===== src/rtl/cv32e40p_fpu_lat_tracker.sv =====
// In-flight tracker for a two-class fixed-latency FPU sharing one writeback port.
// Optional stall performance counter enabled by CV32E40P_FPU_LAT_PERF_EN.
module cv32e40p_fpu_lat_tracker #(
    parameter int ADDMUL_LAT = 2,
    parameter int OTHERS_LAT = 2,
    parameter int MAX_LAT    = 4,
    parameter int TAG_W      = 6
) (
    input  logic                               clk,
    input  logic                               rst,
    input  logic                               issue_valid_i,
    input  logic                               issue_class_i,
    input  logic [TAG_W-1:0]                   issue_tag_i,
    output logic                               issue_ready_o,
    input  logic                               flush_i,
    output logic                               wb_valid_o,
    output logic [TAG_W-1:0]                   wb_tag_o,
    output logic                               wb_class_o,
    output logic                               busy_o,
    output logic [$clog2(2*MAX_LAT+1)-1:0]     inflight_cnt_o
`ifdef CV32E40P_FPU_LAT_PERF_EN
    ,
    output logic [15:0]                        stall_cnt_o
`endif
);

    localparam int CNT_W = $clog2(2*MAX_LAT+1);

    logic             accept;
    logic [1:0]       last_valid;
    logic [TAG_W-1:0] last_tag [2];
    // hold[c]: an op of class c would collide with an offer of the other class
    logic [1:0]       hold;
    logic [CNT_W-1:0] cnt_reg;
    logic [CNT_W-1:0] cnt_next;

    assign issue_ready_o = !hold[~issue_class_i];
    assign accept        = issue_valid_i && issue_ready_o && !flush_i;

    genvar gi;
    generate
        for (gi = 0; gi < 2; gi++) begin : g_pipe
            localparam int L  = (gi == 0) ? ADDMUL_LAT : OTHERS_LAT;
            localparam int LO = (gi == 0) ? OTHERS_LAT : ADDMUL_LAT;

            logic [L:1]       valid_reg;
            logic [TAG_W-1:0] tag_reg [1:L];
            logic             accept_cls;

            assign accept_cls = accept && (issue_class_i == 1'(gi));

            always_ff @(posedge clk or posedge rst) begin
                if (rst) begin
                    valid_reg <= '0;
                    for (int k = 1; k <= L; k++) begin
                        tag_reg[k] <= '0;
                    end
                end else if (flush_i) begin
                    valid_reg <= '0;
                end else begin
                    valid_reg[1] <= accept_cls;
                    tag_reg[1]   <= issue_tag_i;
                    for (int k = 2; k <= L; k++) begin
                        valid_reg[k] <= valid_reg[k-1];
                        tag_reg[k]   <= tag_reg[k-1];
                    end
                end
            end

            assign last_valid[gi] = valid_reg[L];
            assign last_tag[gi]   = tag_reg[L];

            // A longer pipeline blocks the shorter class when their completions would align.
            if (L > LO) begin : g_hold
                assign hold[gi] = valid_reg[L-LO];
            end else begin : g_nohold
                assign hold[gi] = 1'b0;
            end
        end
    endgenerate

    always_comb begin
        wb_valid_o = |last_valid;
        wb_tag_o   = '0;
        wb_class_o = 1'b0;
        if (last_valid[1]) begin
            wb_tag_o   = last_tag[1];
            wb_class_o = 1'b1;
        end else if (last_valid[0]) begin
            wb_tag_o   = last_tag[0];
        end
    end

    always_comb begin
        cnt_next = cnt_reg + CNT_W'(accept) - CNT_W'(wb_valid_o);
    end

    always_ff @(posedge clk or posedge rst) begin
        if (rst) begin
            cnt_reg <= '0;
        end else if (flush_i) begin
            cnt_reg <= '0;
        end else begin
            cnt_reg <= cnt_next;
        end
    end

    assign inflight_cnt_o = cnt_reg;
    assign busy_o         = (cnt_reg != '0);

`ifdef CV32E40P_FPU_LAT_PERF_EN
    logic [15:0] stall_cnt_reg;

    always_ff @(posedge clk or posedge rst) begin
        if (rst) begin
            stall_cnt_reg <= '0;
        end else if (issue_valid_i && !issue_ready_o && (stall_cnt_reg != 16'hFFFF)) begin
            stall_cnt_reg <= stall_cnt_reg + 16'd1;
        end
    end

    assign stall_cnt_o = stall_cnt_reg;
`endif

    a_single_wb : assert property (@(posedge clk) disable iff (rst) !(&last_valid));

endmodule


===== config.mk =====
export PLATFORM = sky130hd
export DESIGN_NAME = cv32e40p_fpu_lat_tracker
export DESIGN_NICKNAME = d
export VERILOG_FILES = /design/src/rtl/cv32e40p_fpu_lat_tracker.sv
export SDC_FILE = /design/constraint.sdc
export NUM_CORES = 1
export LEC_CHECK = 0
export ABC_AREA = 1
export CELL_PAD_IN_SITES_DETAIL_PLACEMENT = 1
export CELL_PAD_IN_SITES_GLOBAL_PLACEMENT = 1
export CORE_MARGIN = 2
export CORE_UTILIZATION = 34
export CTS_BUF_LIST = sky130_fd_sc_hd__clkbuf_16
export CTS_CLUSTER_SIZE = 16
export DETAILED_ROUTE_END_ITERATION = 10
export GPL_ROUTABILITY_DRIVEN = 0
export HOLD_SLACK_MARGIN = 0.05
export PLACE_DENSITY_LB_ADDON = 0.1
export SLEW_MARGIN = 20
export SYNTH_ARGS = -nofsm -noshare
export SYNTH_HDL_FRONTEND = slang
export SYNTH_SLANG_ARGS = --single-unit

===== constraint.sdc =====
create_clock -name clk -period 2.46 [get_ports clk]
set_input_delay 0.246 -clock clk [delete_from_list [all_inputs] [get_ports clk]]
set_output_delay 0.246 -clock clk [all_outputs]
set_load 0.01 [all_outputs]

# == Word level (Yosys, flattened, before mapping) ==
# Index checks and enable logic that the tools add are counted.
# Widths: inputs -> output; s select.
# op_classes
n_addsub,2
n_mul,0
div,0
magnitude_cmp,1
eq_ne,0
shift,0
mux,7
n_bitwise,1
n_reduce_logical,8
# ops
op,count
$mux 6,2
$add 4x1->4,1
$logic_and 1x1->1,4
$mux 2,2
$mux 4,1
$reduce_bool 4->1,1
$sub 4x1->4,1
$logic_not 1->1,2
$lt 1x2->1 const B,1
$mux 1,2
$reduce_or 2->1,1
$not 1->1,1
# totals
reg_bits,20
latchBits,0
ramBits,0
rom_bits,0
input_bits,11
output_inout_bits,14
elab_cells,24
memories,0

# == Depth between registers and ports, before layout ==
# Gate-level depths: netlist (run 1).
# depth
depth_word,9
ltp_mapped,9
ltp_nobuf,9

# == Worst setup path before layout (run 1) ==
# OpenSTA, ideal clock, no wires.
# synth_timing
path_type,reg-to-reg
from,register g_pipe[1].valid_reg[2] (netlist bit)
to,register cnt_reg[2] (netlist: inflight_cnt_o[2])
setup_ps,119
arrival_ps,1894
required_time_ps,2341
slack_ps,447
path_stages_with_launch,9
path_buffers,0
synth_period_minus_slack_ps,2013
cell_sequence,dfrtp_1 > nor2_1 > inv_1 > ha_1 > inv_1 > ha_1 > fa_1 > xnor2_1 > nor2_1
# synth_between
elab_chain_len,3
# synth_rtl
element,line_no,rtl
"start, declared",46,logic [L:1] valid_reg;
"start signal, assigned by index",64,valid_reg[k] <= valid_reg[k-1];
$reduce_or 2->1,83,wb_valid_o = |last_valid;
named net wb_valid_o,16,"output logic wb_valid_o,"
$sub 4x1->4,95,cnt_next = cnt_reg + CNT_W'(accept) - CNT_W'(wb_valid_o);
$mux 4,101,end else if (flush_i) begin
"end signal, assigned",104,cnt_reg <= cnt_next;
"end, declared",34,logic [CNT_W-1:0] cnt_reg;
# The timed path passes the listed nets, and every way through them passes these cells.
# A chain may end at the register's enable or synchronous reset.

# == Worst setup path in the final report (run 1) ==
# layout_timing
from,input flush_i
to,register cnt_reg[2] (netlist: inflight_cnt_o[2])
# layout_between
elab_chain_len,5
# layout_rtl
element,line_no,rtl
"start, declared",15,"input logic flush_i,"
$logic_not 1->1,38,assign accept = issue_valid_i && issue_ready_o && !flush_i;
$logic_and 1x1->1,38,
$add 4x1->4,95,
$sub 4x1->4,95,
$mux 4 (*),101,
# Mark *: on every way between the ends. The rest lies on a longest branch, timed or not.

==> results of run 1 <==
## synth_stat cells (all sizes together)
| library cell | n |
|---|---|
| inv | 23 |
| dfrtp | 20 |
| nand2 | 19 |
| nor2 | 16 |
| o21ai | 10 |
| ha | 5 |
| buf | 3 |
| a21oi | 2 |
| nand3 | 2 |
| conb | 1 |
| fa | 1 |
| xnor2 | 1 |
## stage by stage
stage / worst slack (ns) / instances
global placement: 0.403 / 156
global route: 0.471 / 160
finish: 0.596 / 160
floorplan: 0.447 / 103
CTS: 0.589 / 160
detailed placement: 0.344 / 156
## layout by cell type (no fill, tap or decap)
cell type        instances
nor2_1                  16
ha_1                     5
fa_1                     1
o21ai_1                  5
a21oi_1                  2
dfrtp_1                 20
nand2_1                 19
clkbuf_16                3
o21ai_2                  1
xnor2_1                  1
bufinv_16                1
clkdlybuf4s50_1         23
o21ai_0                  4
inv_1                   22
nand3_1                  2
buf_4                    3
inv_2                    1
conb_1                   1
## critical path: stages
cell	delay, ns
clkdlybuf4s50_1	0.47
inv_2	0.08
nand2_1	0.08
ha_1	0.28
inv_1	0.04
ha_1	0.20
fa_1	0.38
xnor2_1	0.16
nor2_1	0.06
## per-layer routing
layer  wire length (microns)  up-vias  track usage, %
met4                      48        0            8.16
met3                     102        4            5.35
li1                        -      357               -
met1                     900      324            17.9
met2                    1020       18            26.2
met5                       0        -               0
## kinds of logic after synthesis
group           synth area share (%)
simple gates                    15.5
fa+ha+maj                       9.04
buf+inv                         12.3
flops                           54.8
other cells                    0.411
xor+xnor                       0.959
compound gates                  6.99
## area by class of cell
class	count	share of cell area, %
clock buffers	3	5.85
repair buffers	26	19.7
clock inverters	1	2.34
multi-input cells	57	23.4
inverters	23	6.73
well taps	30	2.93
flip-flops and latches	20	39.0
## power breakdown
group / leakage [nW] / switching [mW] / internal [mW] / total, mW
combinational: 0.333 / 0.115 / 0.118 / 0.233
sequential: 0.255 / 0.0182 / 0.367 / 0.385
clock: 0.0511 / 0.127 / 0.323 / 0.450
## path summary, 6_finish.rpt
check / startpoint / to / slack, ns / depth (start not counted)
max: flush_i / inflight_cnt_o[2] / 0.60 / 9
min: rst / g_pipe[1].tag_reg[11] / 0.43 / 2
max reg2reg: g_pipe[1].valid_reg[2] / inflight_cnt_o[2] / 0.64 / 8
min reg2reg: g_pipe[1].valid_reg[1] / g_pipe[1].valid_reg[2] / 0.48 / 2
max in group asynchronous: rst / g_pipe[1].tag_reg[9] / 1.55 / 2
min in group clk: g_pipe[1].valid_reg[1] / g_pipe[1].valid_reg[2] / 0.48 / 2
==> flow_summary.toml, run 1 <==
[cells_and_area]
drive_above_1_share_pct = 6.92
area_growth_syn_to_layout_pct = 40.4
final_nets = 148
multiInputGateArea_sq_um = 300
seqCellArea_sq_um = 500
fin_util_pct = 50.8
fin_area_sq_um = 1280
largest_reg_flops = 12
antennaDiodeCount = 0
num-fill-cells = 307

[run]
maxCapViolCount = 0

[clock_tree]
post_cts_resized = 0
cts-htree-levels = 1
cts_hold_buf = 0
cts_root_buf = "clkbuf_16"
cts-buffers-inserted = 3
cts.sinks = 20
cts_tree = "built"
cts_setup_buffers = 0
clock_path_buffers = 2
clk-insertion-delay-late_ns = 0.25
clkTransAtPathRegs_ns = 0.06

[synthesis]
synth-seq-cells = 20
ys_top_cells_by_area = "dfrtp_1, inv_1, nand2_1"
netlist.area_leader.share_pct = 54.8
synth_nets = 120
synth_cell_types = 16
synth_area_sq_um = 913
ys_warn_count = 0
synthCells = 103
avgSynthCellArea_sq_um = 8.87
synth_top_area_cell = "dfrtp_1"
seq_area_frac_synth_pct = 54.8

[setup_path]
critPathKind = "in -> reg"
critPathCaptureType = "flip-flop"
worstPathArrival_ns = 2.00
crit_path_max_fanout = 3
cp.required_ns = 2.60
start_kind = "input port"

[sta]
tns_ns = 0
min_period_ns = 1.86
hold_viol = 0
skew_ns = 0.00109
finalSetupViolations = 0
fmax_mhz = 537
rsz0062_at_grt = "false"
worst_slew_pin_slew_ns = 0.768
worst_hold_slack_ns = 0.429
period_share_pct = 75.8
relSlewSlack_pct = 48.7
maxSlewViolCount = 0

[routing]
route.antenna.remaining_nets = 0
first_iter_violations = 15
vias_per_cell = 4.39
totalWireLength_microns = 2070
drc = 0
routedWlPerCell_microns = 12.9
dr.pass1.iters = 2
vias = 703

[min_path]
hold_path.class = "in -> async"

[global_routing]
track_usage_pct = 15.8
overflow = 0
antenna_found_initial = 0
grt_pass1_vias = 751
grt_max_degree = 21
grt_pass1_wl_microns = 3560

[place]
portBuffers = 23
hpwl_microns = 1380
dpl_cell_area_sq_um = 1180

[power_and_ir_drop]
ir_drop_mv = 0.561
power_mw = 1.07
powerDensity_nw_per_um2 = 833
leakage_nw = 0.639

[die]
initial_core_util_pct = 36.2
rows = 18
dieArea_sq_um = 3120
die_w_microns = 55.8
die_y_microns = 55.8
ioPinCount = 25
core_sq_um = 2520

[status]
outcome = "finished clean"
(Power assumes the default switching activity.)
==> inputs of run 2 (changes only) <==
- CORE_UTILIZATION: 34 -> 31
- clock period: 2.46 -> 1.7 ns (I/O delays scaled with it)
==> flow_summary.toml, run 2 (synthesized netlist as in run 1, its figures left out) <==
[status]
outcome = "finished, violations left"
failed_checks = "negative setup slack"

[power_and_ir_drop]
ir_drop_mv = 0.648
p_sw_share_pct = 26.5
leakage_nw = 0.736
seqPwrFrac_pct = 39.6
p_clk_share_pct = 33.9
p_comb_share_pct = 26.4
powerDensity_nw_per_um2 = 1050
switchingPower_mw = 0.373
p_int_mw = 1.04
power_mw = 1.41

[die]
dieArea_sq_um = 3400
ioPinCount = 25
core_sq_um = 2780
die_w_microns = 58.3
rows = 19
die_y_microns = 58.3
initial_core_util_pct = 32.8

[sta]
rsz0062_at_grt = "true"
tns_ns = -0.0215
min_period_ns = 1.72
finalSetupViolations = 2
skew_ns = 0.00158
fin_ws_ns = -0.0194
period_share_pct = 101
hold_viol = 0
fmax_mhz = 582
worst_hold_slack_ns = 0.247
maxSlewViolCount = 0

[clock_tree]
cts_tree = "built"
cts-buffers-inserted = 3
cts-htree-levels = 1
clock_path_buffers = 2
clk-insertion-delay-late_ns = 0.25
cts.sinks = 20
clkTransAtPathRegs_ns = 0.05
cts_root_buf = "clkbuf_16"
cts_hold_buf = 0

[run]
maxCapViolCount = 0

[cells_and_area]
final_common_cell = "dfrtp_1"
stdcell_count = 164
num-fill-cells = 314
fin_area_sq_um = 1340
final_nets = 152
seqCellArea_sq_um = 500
multiInputGateArea_sq_um = 345
antennaDiodeCount = 0
fin_util_pct = 48.2
largest_reg_flops = 12
drive_above_1_share_pct = 15.8
layout_common_cells = "dfrtp_1, inv_1, nand2_1"
area_growth_syn_to_layout_pct = 46.8

[routing]
vias_per_cell = 4.41
vias = 724
top_layer = "met4"
wl_met1_microns = 862
drc = 0
wl_met2_microns = 916
totalWireLength_microns = 1940
route.antenna.remaining_nets = 0
wl_met3_microns = 103
first_iter_violations = 9
routedWlPerCell_microns = 11.8
dr.pass1.iters = 4

[setup_path]
critPathCaptureType = "flip-flop"
cp.required_ns = 1.89
start_kind = "flip-flop"
crit_path_max_fanout = 2
worstPathArrival_ns = 1.91
critPathKind = "reg -> reg"

[global_routing]
grt_pass1_wl_microns = 3470
antenna_found_initial = 0
overflow = 0
grt_max_degree = 21
track_usage_pct = 14.2
grt_pass1_vias = 810

[place]
place_ws_ns = -0.235
hpwl_microns = 1400
placed_cells = 159
portBuffers = 23
dpl_cell_area_sq_um = 1230

[min_path]
hold_path.class = "in -> async"
run 2: cell types whose count changed in the layout (fill, tap and decap cells not counted), sizes merged:
| cell | delta |
|---|---|
| buf | +4 |
| bufinv | -1 |
| clkdlybuf4s50 | -5 |
| dlymetal6s2s | +5 |
run 2: final cells by class:
cell class / instances / area share (%)
flip-flops and latches: 20 / 37.3
multi-input cells: 57 / 25.7
repair buffers: 30 / 22.0
inverters: 23 / 6.44
clock buffers: 3 / 5.60
well taps: 31 / 2.89
run 2: worst max-delay path, stage by stage (launching register included):
cell     delay [ns]
dfrtp_1        0.39
nor2_4         0.13
inv_2          0.06
ha_4           0.26
inv_2          0.03
ha_4           0.15
fa_2           0.52
inv_2          0.03
nor2_2         0.08
run 2: power groups by stage:
| stage | Combinational, mW | Clock (mW) | Sequential [mW] |
|---|---|---|---|
| final | 0.373 | 0.478 | 0.559 |
| after global routing | 0.427 | 0.516 | 0.566 |
| after CTS | 0.378 | 0.494 | 0.560 |
| after detailed placement | 0.361 | 0 | 0.568 |
| after global placement | 0.341 | 0 | 0.565 |
| after floorplan | 0.189 | 0 | 0.575 |
run 2: timing repair:
action | in CTS | in global routing
gates resized for setup | 1 | 7
buffers inserted | 1 | 1
endpoints found under the setup margin | 2 | 7
pin swaps | 1 | 3
run 2: path summary, 6_finish.rpt:
kind,from,endpoint,slack [ns],cells after the start
max in group asynchronous,rst,inflight_cnt_o[3],1.24,3
worst max register to register,g_pipe[0].valid_reg[2],inflight_cnt_o[1],-0.02,8
worst min-delay path,rst,g_pipe[0].valid_reg[2],0.25,3
min in group clk,issue_tag_i[0],g_pipe[1].tag_reg[6],0.45,3
worst min register to register,g_pipe[1].valid_reg[1],g_pipe[1].valid_reg[2],0.46,2
worst max-delay path,g_pipe[0].valid_reg[2],inflight_cnt_o[1],-0.02,8
run 2: per-layer routing:
layer / vias up / global-route usage [%]
met3: 5 / 4.02
li1: 360 / -
met5: - / 0
met1: 340 / 16.6
met2: 19 / 22.3
met4: 0 / 9.97
